File: src/rtl/multi_port_queue.sv
// Circular FIFO accepting up to ENQ_WIDTH entries and releasing up to DEQ_WIDTH entries per cycle.
// Provides an occupancy count, an almost-full flag and a combinational head-window read port.
module multi_port_queue #(
  parameter int QUEUE_WIDTH       = 32,
  parameter int QUEUE_DEPTH       = 16,
  parameter int ENQ_WIDTH         = 2,
  parameter int DEQ_WIDTH         = 2,
  parameter int ALMOST_FULL_SLACK = 2,
  localparam int PTR_W = $clog2(QUEUE_DEPTH) + 1,
  localparam int CNT_W = $clog2(QUEUE_DEPTH + 1),
  localparam int EC_W  = $clog2(ENQ_WIDTH + 1),
  localparam int DC_W  = $clog2(DEQ_WIDTH + 1)
) (
  input  logic                                  clk,
  input  logic                                  rst,
  input  logic                                  flush,
  input  logic [EC_W-1:0]                       enq_count,
  input  logic [ENQ_WIDTH-1:0][QUEUE_WIDTH-1:0] enqueue_wdata,
  output logic                                  enq_accept,
  input  logic [DC_W-1:0]                       deq_count,
  output logic [DEQ_WIDTH-1:0][QUEUE_WIDTH-1:0] dequeue_rdata,
  output logic [DEQ_WIDTH-1:0]                  dequeue_valid,
  output logic [CNT_W-1:0]                      count,
  output logic                                  is_empty,
  output logic                                  is_full,
  output logic                                  almost_full
);

  localparam int IDX_W = PTR_W - 1;

  logic [PTR_W-1:0]       head_q, head_d;
  logic [PTR_W-1:0]       tail_q, tail_d;
  logic [QUEUE_WIDTH-1:0] mem_q [QUEUE_DEPTH];
  logic [QUEUE_WIDTH-1:0] mem_d [QUEUE_DEPTH];

  logic [PTR_W-1:0] occ;
  logic [PTR_W-1:0] deq_ext;
  logic [PTR_W-1:0] popped;
  logic [CNT_W-1:0] free_slots;

  // The wrap bit makes tail - head span 0..QUEUE_DEPTH without ambiguity.
  assign occ        = tail_q - head_q;
  assign count      = CNT_W'(occ);
  assign free_slots = CNT_W'(QUEUE_DEPTH) - count;
  assign is_empty   = (count == '0);
  assign is_full    = (count == CNT_W'(QUEUE_DEPTH));
  assign almost_full = (32'(free_slots) < 32'(ALMOST_FULL_SLACK));

  // Room is judged before any same-cycle pop; out-of-range offers are never accepted.
  assign enq_accept = !flush && (enq_count != '0)
                      && (32'(enq_count) <= 32'(ENQ_WIDTH))
                      && (32'(enq_count) <= 32'(free_slots));

  assign deq_ext = PTR_W'(deq_count);
  assign popped  = (deq_ext < occ) ? deq_ext : occ;

  always_comb begin
    head_d = head_q + popped;
    tail_d = enq_accept ? tail_q + PTR_W'(enq_count) : tail_q;
    if (flush) begin
      head_d = '0;
      tail_d = '0;
    end
  end

  always_ff @(posedge clk or posedge rst) begin
    if (rst) begin
      head_q <= '0;
      tail_q <= '0;
    end else begin
      head_q <= head_d;
      tail_q <= tail_d;
    end
  end

  // Storage is deliberately left out of reset; only the pointers define validity.
  always_comb begin
    mem_d = mem_q;
    for (int k = 0; k < ENQ_WIDTH; k++) begin
      if (enq_accept && (k < int'(enq_count))) begin
        mem_d[tail_q[IDX_W-1:0] + IDX_W'(k)] = enqueue_wdata[k];
      end
    end
  end

  always_ff @(posedge clk) begin
    mem_q <= mem_d;
  end

  always_comb begin
    dequeue_rdata = '0;
    dequeue_valid = '0;
    for (int i = 0; i < DEQ_WIDTH; i++) begin
      if (count > CNT_W'(i)) begin
        dequeue_valid[i] = 1'b1;
        dequeue_rdata[i] = mem_q[head_q[IDX_W-1:0] + IDX_W'(i)];
      end
    end
  end

  a_enq_count_legal: assert property (@(posedge clk) disable iff (rst)
    (32'(enq_count) <= 32'(ENQ_WIDTH)));

endmodule

File: config.mk
export PLATFORM = sky130hd
export DESIGN_NAME = multi_port_queue
export DESIGN_NICKNAME = d
export VERILOG_FILES = /design/src/rtl/multi_port_queue.sv
export SDC_FILE = /design/constraint.sdc
export NUM_CORES = 2
export LEC_CHECK = 0
export ABC_AREA = 1
export CORE_UTILIZATION = 25
export DETAILED_ROUTE_END_ITERATION = 16
export SLEW_MARGIN = 0
export SYNTH_ARGS = -nofsm -noshare
export SYNTH_HDL_FRONTEND = slang
export SYNTH_SLANG_ARGS = --single-unit
File: constraint.sdc
create_clock -name clk -period 7.56 [get_ports clk]
set_input_delay 1.512 -clock clk [delete_from_list [all_inputs] [get_ports clk]]
set_output_delay 1.512 -clock clk [all_outputs]
set_load 0.03 [all_outputs]
==> out/results.txt <==
die span in y: 379.9 µm
total power: 19.79 mW
number of port buffers: 145
CTS tree: yes
maximum clock rate: 150.6 MHz
P&R area growth vs syn: 11.41%
clk slew on worst S/H paths: 0.06 ns
Max Slew Vio Count: 0
Max FO, Critical Path: 53
# IOs: 146
H-Tree Depth: 2
Ys Warns: 0
Num CTS Buffers: 57
post-placement cell count: 7,459
VDD IR-drop max: 0.5654 mV
Startpoint Class: register
multi-input combinational cell area: 20,360 µm²
postcts setup bufs: 0
met3 Usage GRT: 5.149%
iteration-0 DRC count of the detailed router: 5,711
Worst Slack Setup Final: 0.9216 ns
Final Hold Vio Count: 0
total gr overflow: 0
Critical Path AT: 5.13 ns
Worst-Margin Slew: 1.329 ns
power per cell area: 497.6 nW/µm²
Most used DFF post-synth: dfxtp_1
Fill cells: 15,774
global routing's busiest layer: met2
die area: 144,300 µm²
static leakage: 19.00 nW
Hold/Removal Path Class: reg -> reg
storage element area: 10,510 µm²
layout cell share with drive strength beyond 1: 4.919%
Via density: 5.581
max cap viols: 0
Via Count: 42,224
sequential element share of the synthesized area: 29.42%
number of global-route vias before repair: 38,312
total wire length: 177.3 mm
Routed wire per std cell: 23.43 µm
WP data required: 6.05 ns
clock tree buffer depth: 3
largest net degree at the start of global routing: 199
Gate Count Post-Synth: 5,933
Slew headroom: 11.26%
#FFs+latches synth: 522
chip width: 379.9 µm
Worst setup EP type: primary output
nets@finish: 5,719
Core Util, Final: 28.09%
DRT Pass-1 Iters: 7
antenna violations before repair: 11
final setup fails: 0
Clock Latency Late Sink: 0.69 ns
total track usage: 23.28%
CTS root buffer: clkbuf_16
Detail Placement HPWL: 98.97 mm
fin crit share: 87.81%
DRC errors left: 0
M2 GR Usage: 35.48%
first-pass GRT wire length: 258.1 mm
RSZ-0062 raised after global routing: false
Post-Layout Cell Count: 7,565
met1 Usage GRT: 29.51%
WS Path Type: reg -> out
clock skew: 0.02571 ns
Initial Util: 25.21%
Syn Std Cell Area: 35,690 µm²
# resized after CTS: 0
Synth async-reset ratio: 1.916%
syn_area_per_cell: 6.016 µm²
Clock Sinks: 522
status: finished clean
synth unique cells: 31
number of nets still failing antenna checks after routing: 0
cts hold-fix bufs: 0
FP Rows: 138
routability congestion estimate: 0.9039
EDFF count, synth: 0
TNS Setup: 0 ns
core area: 141,600 µm²
min Tclk post-route: 6.638 ns
dpl ws: 1.717 ns
[cells in the mapped netlist, drive strengths merged (3+ instances only)]
master | n | area (µm²)
a21oi | 520 | 2606
a311oi | 12 | 105.1
a31oi | 60 | 375.4
buf | 309 | 1678
clkbuf | 316 | 1186
dfrtp | 10 | 250.2
dfxtp | 512 | 10250
fa | 3 | 60.06
ha | 17 | 212.7
inv | 593 | 2226
nand2 | 1642 | 6163
nand3 | 820 | 4109
nand4 | 528 | 3528
nor2 | 43 | 161.4
nor3 | 12 | 60.06
o21ai | 522 | 2613
xor2 | 7 | 61.31
[cell usage in the layout, fill, tap and decap left out, types with 2 or more instances in the layout]
cell             Yosys  layout
nand2_1           1642    1642
nand3_1            819     803
inv_1              580     575
o21ai_0            521     521
a21oi_1            519     519
nand4_1            513     513
dfxtp_1            512     512
clkdlybuf4s50_1      0     144
buf_4               58     106
a31oi_1             60      60
clkbuf_16            0      58
nor2_1              43      27
nor2_4               0      16
nand3_2              1      16
clkbuf_8             0      16
nand4_4             15      15
ha_1                17      15
clkbuf_1           316      14
clkinv_2             0      13
inv_2               13      12
nor3_1              12      12
a311oi_1            12      12
buf_12               0       9
xor2_1               7       6
dfrtp_1             10       6
diode_2              0       3
fa_1                 3       3
dfrtp_4              0       3
clkinv_1             1       2
conb_1               1       2
[worst paths after layout]
path | start | end | slack [ns] | depth (start not counted)
hold / removal | mem_q[470]$_DFF_P_ | mem_q[470]$_DFF_P_ | 0.55 | 4
hold reg to reg | mem_q[470]$_DFF_P_ | mem_q[470]$_DFF_P_ | 0.55 | 4
setup reg to reg | head_q[0]$_DFF_PP0_ | mem_q[461]$_DFF_P_ | 2.22 | 18
max in group asynchronous | rst | head_q[2]$_DFF_PP0_ | 6.07 | 2
setup / recovery | head_q[1]$_DFF_PP0_ | dequeue_rdata[31] | 0.92 | 10
min in group asynchronous | rst | tail_q[1]$_DFFE_PP0P_ | 1.14 | 2
[state kept, by name, summed over array words and instances, names as in the netlist]
| name | count |
|---|---|
| mem_q | 512 |
| head_q | 5 |
| tail_q | 5 |
[logic make-up after synthesis]
| logic type | synth area share (%) |
|---|---|
| xor gates and xnor gates | 0.2208 |
| DFF | 29.42 |
| AOI/OAI and AO/OA | 16.03 |
| and+or+nand+nor | 39.28 |
| other | 0.01051 |
| adders and majority gates | 0.7642 |
| buffers and inverters | 14.27 |
[cell type report]
| class | count | area share [%] |
|---|---|---|
| Inverter | 594 | 5.651 |
| Timing Repair Buffer | 260 | 6.091 |
| Clock buffer | 88 | 4.336 |
| Sequential cell | 522 | 26.43 |
| Multi-Input combinational cell | 4193 | 51.20 |
| Clock inverter | 15 | 0.3241 |
| Antenna cell | 3 | 0.01888 |
| Tap cell | 1890 | 5.946 |
[layer usage]
metal,vias up,routed length [µm]
met5,-,85
met4,14,12850
met3,742,21330
met2,2969,75390
met1,19275,67620
li1,19224,-
[worst max-delay path, cell delays in order, from the launching register on]
cell and delay [ns]:
dfrtp_4 0.51, inv_6 0.26, buf_4 0.82, buf_4 0.79, a21oi_1 0.06, o21ai_0 0.12, nand3_1 0.11, nand2_1 0.10
nor2_1 0.04, a311oi_1 0.63, clkdlybuf4s50_1 0.89
[through the flow]
step           hold WS [ns]  cell area, µm²
5_1_grt              0.5748           39760
2_1_floorplan        0.5113           35700
4_1_cts              0.5504           39760
6_report             0.5524           39770
3_5_place_dp         0.5402           37910
3_3_place_gp         0.5280           37910
[power by group]
part           switching (mW)  total (mW)  internal, mW
combinational            9.08        12.7          3.67
clock                    1.33        2.93          1.60
sequential              0.476        4.11          3.64
Power figures use the tool's default switching activity.
